`config.mk`:
```
export PLATFORM = sky130hd
export DESIGN_NAME = b_resolver
export DESIGN_NICKNAME = d
export VERILOG_FILES = /design/src/rtl/b_resolver.sv
export SDC_FILE = /design/constraint.sdc
export NUM_CORES = 1
export LEC_CHECK = 0
export BUFFER_PORTS_ARGS = -buffer_cell sky130_fd_sc_hd__buf_2
export CAP_MARGIN = 30
export CORE_MARGIN = 2
export CORE_UTILIZATION = 38
export CTS_CLUSTER_SIZE = 40
export DETAILED_ROUTE_END_ITERATION = 10
export GPL_ROUTABILITY_DRIVEN = 0
export PLACE_DENSITY = 0.64
export SKIP_CTS_REPAIR_TIMING = 1
export SKIP_LAST_GASP = 1
export SYNTH_ARGS = -nofsm -noshare
export SYNTH_HDL_FRONTEND = slang
export SYNTH_SLANG_ARGS = --single-unit
```
`constraint.sdc`:
```
create_clock -name clk -period 3 [get_ports clk]
set_clock_uncertainty 0.1 [all_clocks]
set_input_delay 0.45 -clock clk [delete_from_list [all_inputs] [get_ports clk]]
set_output_delay 0.45 -clock clk [all_outputs]
set_load 0.05 [all_outputs]
```
`src/rtl/b_resolver.sv`:
```
// b_resolver -- branch resolution queue.
//
// Update-side companion of the branch predictor. Fetch pushes one entry
// ({tag, predicted direction}) per predicted branch; execute resolves
// branches in program order against the queue head. Each accepted resolve
// produces a one-cycle training strobe for the predictor on the following
// cycle, plus a mispredict pulse when the actual direction differs from the
// prediction. A mispredict or an external flush discards all younger
// (wrong-path) entries.
//
// Ports:
//   clk, rst                 clock, synchronous active-high reset
//   push_valid/tag/pred      fetch push of a predicted branch
//   push_ready               queue not full (from registered count only)
//   res_valid, res_taken     execute resolves the oldest branch
//   flush                    external pipeline flush
//   upd_we/upd_tag/upd_t     predictor training port (we, tag_in, t_in)
//   mispredict               one-cycle pulse on direction mismatch
//   res_err                  one-cycle pulse on resolve with empty queue
//   occupancy                current entry count
//
// Optional feature: define B_RESOLVER_STATS_EN to add the 32-bit
// stat_branches / stat_mispred counters (cleared by rst only).

module b_resolver #(
  parameter int TAG_LEN = 10,
  parameter int DEPTH   = 8,
  parameter int PTR_W   = 3
) (
  input  logic               clk,
  input  logic               rst,
  input  logic               push_valid,
  input  logic [TAG_LEN-1:0] push_tag,
  input  logic               push_pred,
  output logic               push_ready,
  input  logic               res_valid,
  input  logic               res_taken,
  input  logic               flush,
  output logic               upd_we,
  output logic [TAG_LEN-1:0] upd_tag,
  output logic               upd_t,
  output logic               mispredict,
  output logic               res_err,
`ifdef B_RESOLVER_STATS_EN
  output logic [31:0]        stat_branches,
  output logic [31:0]        stat_mispred,
`endif
  output logic [PTR_W:0]     occupancy
);

  localparam logic [PTR_W:0] FULL_CNT = (PTR_W+1)'(DEPTH);

  // Entry storage (data only, never reset; validity is tracked by count)
  logic [TAG_LEN-1:0] tag_mem_q  [DEPTH];
  logic               pred_mem_q [DEPTH];

  // Control state
  logic [PTR_W-1:0]   head_q, head_d;
  logic [PTR_W-1:0]   tail_q, tail_d;
  logic [PTR_W:0]     count_q, count_d;

  // Registered training / status outputs
  logic               upd_we_q, upd_we_d;
  logic [TAG_LEN-1:0] upd_tag_q, upd_tag_d;
  logic               upd_t_q, upd_t_d;
  logic               mispredict_q, mispredict_d;
  logic               res_err_q, res_err_d;

  // Decode of this cycle's requests
  logic               push_acc;
  logic               res_ok;
  logic               mis;
  logic               clear;
  logic               wr_en;
  logic [TAG_LEN-1:0] head_tag;
  logic               head_pred;

  assign push_ready = (count_q != FULL_CNT);
  assign head_tag   = tag_mem_q[head_q];
  assign head_pred  = pred_mem_q[head_q];

  always_comb begin
    push_acc = push_valid && push_ready;
    res_ok   = res_valid && (count_q != '0);
    mis      = res_ok && (res_taken != head_pred);
    // Everything behind a mispredicted head is wrong-path; a flush likewise
    // kills every remaining entry. The head pop itself still happens first.
    clear    = mis || flush;
    wr_en    = push_acc && !clear;
  end

  // ---- Stage 0: queue pointer / count update ----
  always_comb begin
    head_d  = head_q;
    tail_d  = tail_q;
    count_d = count_q;

    if (res_ok) begin
      head_d = head_q + 1'b1;
    end

    if (clear) begin
      tail_d  = head_d;
      count_d = '0;
    end else begin
      if (push_acc) begin
        tail_d = tail_q + 1'b1;
      end
      count_d = count_q + (PTR_W+1)'(push_acc) - (PTR_W+1)'(res_ok);
    end
  end

  always_comb begin
    upd_we_d     = res_ok;
    upd_tag_d    = upd_tag_q;
    upd_t_d      = upd_t_q;
    mispredict_d = mis;
    res_err_d    = res_valid && (count_q == '0);
    if (res_ok) begin
      upd_tag_d = head_tag;
      upd_t_d   = res_taken;
    end
  end

  always_ff @(posedge clk) begin
    if (wr_en) begin
      tag_mem_q[tail_q]  <= push_tag;
      pred_mem_q[tail_q] <= push_pred;
    end
  end

  // ---- Stage 1: registered training outputs ----
  // upd_tag/upd_t are part of the observable post-reset state, so they are
  // reset along with the control flops.
  always_ff @(posedge clk) begin
    if (rst) begin
      head_q       <= '0;
      tail_q       <= '0;
      count_q      <= '0;
      upd_we_q     <= 1'b0;
      upd_tag_q    <= '0;
      upd_t_q      <= 1'b0;
      mispredict_q <= 1'b0;
      res_err_q    <= 1'b0;
    end else begin
      head_q       <= head_d;
      tail_q       <= tail_d;
      count_q      <= count_d;
      upd_we_q     <= upd_we_d;
      upd_tag_q    <= upd_tag_d;
      upd_t_q      <= upd_t_d;
      mispredict_q <= mispredict_d;
      res_err_q    <= res_err_d;
    end
  end

  assign upd_we     = upd_we_q;
  assign upd_tag    = upd_tag_q;
  assign upd_t      = upd_t_q;
  assign mispredict = mispredict_q;
  assign res_err    = res_err_q;
  assign occupancy  = count_q;

`ifdef B_RESOLVER_STATS_EN
  // Counters advance from the same decode as upd_we/mispredict so that the
  // new value becomes visible in the same cycle as the strobe.
  logic [31:0] stat_branches_q, stat_branches_d;
  logic [31:0] stat_mispred_q, stat_mispred_d;

  always_comb begin
    stat_branches_d = stat_branches_q + 32'(res_ok);
    stat_mispred_d  = stat_mispred_q + 32'(mis);
  end

  always_ff @(posedge clk) begin
    if (rst) begin
      stat_branches_q <= '0;
      stat_mispred_q  <= '0;
    end else begin
      stat_branches_q <= stat_branches_d;
      stat_mispred_q  <= stat_mispred_d;
    end
  end

  assign stat_branches = stat_branches_q;
  assign stat_mispred  = stat_mispred_q;
`endif

endmodule

```
# Word-level counts from Yosys, hierarchy flattened
# Memories as Yosys holds them, arrays and structs flattened. A register that Yosys moved wholly into a read port is not among the register bits.
# Index checks and enable logic that the tools add are counted.
# word_totals
reg_bits	14
latch_bits	0
ram_bits	88
mem_bits_ro	0
memories	2
# classes
addsub	4
n_mul	0
div_mod_pow	0
order_cmp	0
n_eq_ne	2
n_shift	0
n_mux	6
bitwise	0
reduce_logical	11
# mem_list
memory	depth	width	read_ports	rd_clocked_by_memory_dff	wr	line_no	rtl
tag_mem_q	8	10	1	1	1	54	logic [TAG_LEN-1:0] tag_mem_q [DEPTH];
pred_mem_q	8	1	1	1	1	55	logic pred_mem_q [DEPTH];
# op_table
operator	count
$mux 3	4
$add 3x1->3 const B	2
$logic_and 1x1->1	5
$add 4x1->4	1
$logic_not 4->1	1
$ne 4x4->1 const B	1
$reduce_bool 4->1	1
$sub 4x1->4	1
$mux 1	2
$reduce_bool 2->1	1
$reduce_or 2->1	1
$logic_not 1->1	1
$logic_or 1x1->1	1
$ne 1x1->1	1

# Longest topological paths before layout
# Gate-level depths: netlist (run 1).
# logic_depth
ltp_word	8
ltp_mapped	13
ltp_nobuf	12

# Least setup slack after synthesis (run 1)
# OpenSTA, ideal clock, no wires.
# synth_timing
path_kind	flip-flop to flip-flop
start	register count_q[2] (netlist: occupancy[2])
end	memory pred_mem_q[4] (enable)
setup_time_ps	408
arrival_time_ps	2901
required_ps	2492
path_slack_ps	-409
stages_incl_launch_ff	8
path_buffers	0
cell_sequence	dfxtp_1 -> inv_1 -> ha_1 -> or3b_2 -> and3_1 -> mux2i_1 -> nand4_1 -> nor4_1
# synth_between
elab_chain_cells	8
# synth_lines
element	line_no	rtl
from (decl)	60	logic [PTR_W:0] count_q, count_d;
from (signal assigned)	148	count_q <= count_d;
$reduce_bool 4->1	84	res_ok = res_valid && (count_q != '0);
$logic_and 1x1->1	84	
$logic_and 1x1->1	85	mis = res_ok && (res_taken != head_pred);
$logic_or 1x1->1	88	clear = mis || flush;
$logic_not 1->1	89	wr_en = push_acc && !clear;
$logic_and 1x1->1 *	89	
$mux 1 *	126	if (wr_en) begin
$mux 1 (not written as such) *	128	pred_mem_q[tail_q] <= push_pred;
to (decl)	55	
# Mark *: on every way between the ends. The rest lies on a longest branch, timed or not.

==> results of run 1 <==
-- metal layers --
metal	vias to the layer above	wire (um)	global-route usage (%)
met2	46	3980	21.8
li1	1103	-	-
met4	0	114	5.20
met3	7	318	3.13
met1	1193	3800	18.7
met5	-	0	0
-- power groups by stage --
stage | Combinational (uW) | Sequential, uW | Clock [uW]
finish | 698 | 1800 | 1150
global route | 756 | 1810 | 1230
CTS | 707 | 1800 | 1190
detailed placement | 704 | 1840 | 0
global placement | 696 | 1830 | 0
floorplan | 380 | 1990 | 0
-- final timing paths --
path                endpoint  slack (ps)  cells after the start
min          tag_mem_q[7][0]         280                      1
min reg2reg            upd_t         380                      2
max reg2reg  tag_mem_q[0][2]         150                      6
max          tag_mem_q[0][2]         150                      6
-- metrics by stage --
step / hold slack (ps) / std cells / power, uW
CTS: 267 / 461 / 3700
global placement: 342 / 445 / 2530
detailed placement: 373 / 445 / 2540
finish: 275 / 461 / 3650
floorplan: 430 / 257 / 2370
global route: 284 / 461 / 3800
-- state kept, by name (all words and copies together), names as in the netlist, 3 cells and up --
name	cells
head_q	3
tag_mem_q	80
pred_mem_q	8
occupancy	4
upd_tag	10
tail_q	3
-- layout by cell type (no fill, tap or decap), types with 4 or more instances in the layout --
master,instances
clkbuf_16,9
dfxtp_1,22
mux2_1,4
inv_1,7
a211oi_1,10
xor2_1,4
edfxtp_1,88
a21oi_1,4
buf_4,21
ha_1,8
buf_2,35
mux2i_1,12
nand2_1,8
nor2_1,25
mux4_2,21
-- cell type report --
class,instances,share of cell area (%)
inverter,8,0.576
clock inverter,6,1.15
tap,143,3.43
sequential,112,60.0
clock buffer,10,4.39
timing repair buffer,56,6.39
multi-input combinational,126,24.1
-- kinds of logic (layout without fill, tap and decap cells) --
kind of cell             after synthesis  after routing  synth area share (%)
flip-flops                           112            112                  70.2
AND/OR/NAND/NOR                       53             53                  6.07
multiplexers                          40             40                  15.3
buffers and inverters                 19             80                  1.80
AO/OA/AOI/OAI                         18             18                  2.81
adder cells (fa/ha/maj)                9              9                  2.70
XOR/XNOR                               6              6                  1.18
-- critical path, cell delays in order (launching register included) --
cell and delay (ps):
dfxtp_1 460, mux2_1 360, mux4_2 520, mux2_4 350, or3_4 370, nor4_4 160, buf_4 230
==> results.py, run 1 <==
metrics = {
    "outcome": {
        "status": "finished clean",
    },
    "final_layout": {
        "fin_area_um2": 5210,
        "regArea_um2": 3130,
        "syn_to_final_growth_pct": 17.1,
        "fin_nets": 339,
        "final_core_util_pct": 45.6,
        "multi_input_area_um2": 1250,
        "antenna_cells": 0,
        "drive_gt1_share_pct": 32.1,
        "nFillCells": 1018,
    },
    "synth": {
        "synth_common_cells": "edfxtp_1, nor2_1, dfxtp_1",
        "yosysMostFrequentCell": "edfxtp_1",
        "syn_avg_cell_area_um2": 17.3,
        "synth.area.top_cells": "edfxtp_1, dfxtp_1, mux4_2, mux2i_1, ha_1",
        "synth_edf_count": 88,
        "netlist_area_um2": 4450,
        "synthArstFlopShare_pct": 0,
        "ys_ff_latch": 112,
        "ys_seq_area_share_pct": 70.2,
        "synthCells": 257,
        "synth.largest_area_cell": "edfxtp_1",
        "synthFlopType": "edfxtp_1",
        "netlist.area_leader.share_pct": 59.4,
        "syn_nets": 283,
        "synth_cell_types": 38,
        "yosysWarningCount": 0,
    },
    "sta": {
        "fmax_ghz": 0.351,
        "setup_ws_ps": 148,
        "slew_viol_final": 0,
        "setup_viol": 0,
        "finalHoldViolations": 0,
        "rsz0062_at_grt": "false",
        "worstMarginPinSlew_ps": 433,
        "final.min_clock_period_ps": 2850,
        "slew_headroom_pct": 71.1,
        "tns_ps": 0,
        "fin_crit_sh_pct": 95.1,
    },
    "power": {
        "p_leak_uw": 0.00179,
        "intPower_uw": 2610,
        "ir_worst_vdd_v": 0.000469,
        "swShare_pct": 28.6,
        "pwr_density_cell_nw_per_um2": 701,
        "p_switching_uw": 1040,
        "seqPwrFrac_pct": 49.4,
        "combPwrFrac_pct": 19.1,
        "clkPwrFrac_pct": 31.5,
    },
    "worst_setup_path": {
        "arrival_ps": 2800,
        "r2r-start": "head_q[0]",
        "crit_start": "head_q[0]",
        "cp-end-kind": "flop",
        "cp_max_fo": 7,
        "startpoint_type": "flop",
        "cp.required_ps": 2950,
        "worstSetupPathType": "flop to flop",
    },
    "cts": {
        "clockBufferDepth": 2,
        "htree_num_levels": 3,
        "cts_buffers": 9,
        "clk_latency_ps": 340,
        "cts.sinks": 112,
        "ctsRootBufferMaster": "clkbuf_16",
        "clkTransAtPathRegs_ps": 80,
        "cts_tree": "yes",
    },
    "job": {
        "drv_cap": 0,
    },
    "grt": {
        "grt_pass1_wl_um": 13000,
        "grt_antenna_before_repair": 0,
        "grt_pass1_vias": 2393,
        "grt_usage_pct": 13.8,
        "grt_overflow": 0,
        "grt_max_degree": 26,
    },
    "placement": {
        "hpwl_um": 5650,
        "place_area_um2": 4920,
        "port_buffers": 35,
        "dp_slack_ps": 178,
    },
    "die": {
        "core_um2": 11400,
        "die_w_um": 112,
        "die_area_um2": 12600,
        "start_util_pct": 39.0,
        "core.rowCount": 39,
        "pin_count": 36,
        "fp.dieH_um": 112,
    },
    "routing": {
        "ant_nets": 0,
        "firstDrtPassIters": 4,
        "vias_per_cell": 5.10,
        "wl_per_cell_um": 17.8,
        "drc": 0,
        "drt-initial-drc-count": 147,
        "wirelength_um": 8220,
        "via_count": 2349,
    },
    "worst_hold_path": {
        "hold_path.class": "primary input to flop",
        "min_from": "push_tag[0]",
    },
}
Power figures use the tool's default switching activity.
==> run 2: changes to the inputs <==
Settings changed: GPL_TIMING_DRIVEN from default to 0.
==> run 2 against run 1 <==
Against the previous run:
- the flow now finishes with violations (negative setup slack)
- cell area up 4.8%
- hold slack worse by 55 ps
- total power up 4.2%
- clock power about the same
==> results.py, run 2 (synthesis results as in run 1) <==
metrics = {
    "outcome": {
        "status": "complete, but fails checks",
        "violations": "negative setup slack",
    },
    "power": {
        "combPwrFrac_pct": 21.5,
        "intPower_uw": 2720,
        "swShare_pct": 28.4,
        "clkPwrFrac_pct": 31.1,
        "p_switching_uw": 1080,
        "ir_worst_vdd_v": 0.000361,
        "pwr_density_cell_nw_per_um2": 697,
        "p_leak_uw": 0.00187,
        "seqPwrFrac_pct": 47.4,
    },
    "sta": {
        "fin_crit_sh_pct": 104,
        "worstMarginPinSlew_ps": 928,
        "setup_ws_ps": -108,
        "setup_viol": 11,
        "fmax_ghz": 0.322,
        "final.min_clock_period_ps": 3110,
        "finalHoldViolations": 0,
        "rsz0062_at_grt": "true",
        "slew_viol_final": 0,
        "slew_headroom_pct": 38.1,
    },
    "routing": {
        "met2_wirelength_um": 4360,
        "met1_length_um": 4090,
        "vias_per_cell": 5.04,
        "drt-initial-drc-count": 167,
        "maxUsedRoutingLayer": "met4",
        "ant_nets": 0,
        "drc": 0,
        "firstDrtPassIters": 4,
        "via_count": 2403,
        "wl_per_cell_um": 18.8,
        "wl_met3_um": 434,
        "wirelength_um": 8960,
    },
    "final_layout": {
        "antenna_cells": 0,
        "fin_nets": 355,
        "largest_register": "tag_mem_q",
        "layout_common_cells": "edfxtp_1, buf_2, mux4_2, dfxtp_1, nor2_1",
        "final_common_cell": "edfxtp_1",
        "final_core_util_pct": 47.8,
        "final_cell_count_no_fill": 477,
        "largest_reg_flops": 80,
        "syn_to_final_growth_pct": 22.6,
        "drive_gt1_share_pct": 36.5,
    },
    "grt": {
        "grt_antenna_before_repair": 0,
        "grt_pass1_wl_um": 13600,
        "grt_pass1_vias": 2465,
        "grt_usage_pct": 14.3,
        "grt_overflow": 0,
        "grt_max_degree": 21,
    },
    "job": {
        "drv_cap": 0,
    },
    "cts": {
        "clkTransAtPathRegs_ps": 70,
        "clk_latency_ps": 340,
        "clockBufferDepth": 2,
        "cts_buffers": 9,
        "cts_tree": "yes",
        "cts.sinks": 112,
        "htree_num_levels": 3,
        "ctsRootBufferMaster": "clkbuf_16",
    },
    "worst_setup_path": {
        "cp-end-kind": "flop",
        "cp_slowest_cell": "mux4_2",
        "r2r_end": "tag_mem_q[0][0]",
        "crit_path_cell_trace": "buf_6 > mux2_4 > mux4_2 > mux2_4 > or3_4 > nor4_4 > clkbuf_16",
        "worstSetupPathType": "flop to flop",
        "rrSetupSlack_ps": -110,
        "crit_top_cell": "mux2_4",
        "critPathMaxStageDelay_ps": 520,
        "startpoint_type": "flop",
        "cp.required_ps": 2960,
        "cp_max_fo": 7,
        "arrival_ps": 3070,
        "crit_start": "head_q[0]",
        "r2r-start": "head_q[0]",
        "cp_top_family": "multiplexers",
        "worstRegToRegCells": 7,
        "critPathBufInv": 2,
    },
    "die": {
        "start_util_pct": 39.0,
        "die_w_um": 112,
        "die_area_um2": 12600,
        "fp.dieH_um": 112,
        "pin_count": 36,
        "core_um2": 11400,
        "core.rowCount": 39,
    },
    "placement": {
        "hpwl_um": 5910,
        "port_buffers": 35,
        "numPlacedInstances": 441,
    },
    "worst_hold_path": {
        "holdPathStages": 2,
        "min_from": "rst",
        "hold_path.class": "primary input to flop",
        "hold_end": "head_q[2]",
    },
}
-- run 2: per-layer routing --
layer,up-vias,global-route usage (%)
met4,0,5.37
met3,4,2.43
li1,1146,-
met5,-,0
met1,1201,19.7
met2,52,23.1
-- run 2: how the worst max path moves through the flow --
| stage | end | slack, ps | cells after the start |
|---|---|---|---|
| after floorplan | pred_mem_q[3] | 20 | 6 |
| after global placement | tag_mem_q[4][1] | -650 | 6 |
| after detailed placement | tag_mem_q[0][2] | -400 | 6 |
| after CTS | tag_mem_q[0][4] | -420 | 6 |
| after global routing | tag_mem_q[0][0] | -160 | 7 |
| final | tag_mem_q[0][0] | -110 | 7 |
-- run 2: per-stage QoR --
step	setup TNS [ps]	area, um2	power [uW]	hold slack [ps]	worst slack, ps
after floorplan	0	4460	2370	430	22.3
after global placement	-43190	4810	2530	341	-649
after detailed placement	-18340	4890	2550	354	-399
after CTS	-19650	5190	3730	220	-418
after global routing	-1790	5460	3970	243	-163
final	-829	5460	3810	220	-108
-- run 2: layout make-up --
class,count,area [um2]
fillers,979,5960
flip-flops and latches,112,3130
multi-input cells,126,1320
repair buffers,61,444
clock buffers,11,254
well taps,143,179
plain buffers,11,51.3
clock inverters,5,47.5
inverters,8,33.8
-- run 2: power by group through the flow --
| stage | sequential [uW] | combinational (uW) | clock, uW |
|---|---|---|---|
| 2_1_floorplan | 1990 | 380 | 0 |
| 3_3_place_gp | 1830 | 701 | 0 |
| 3_5_place_dp | 1840 | 713 | 0 |
| 4_1_cts | 1800 | 717 | 1210 |
| 5_1_grt | 1810 | 887 | 1270 |
| 6_report | 1800 | 818 | 1180 |
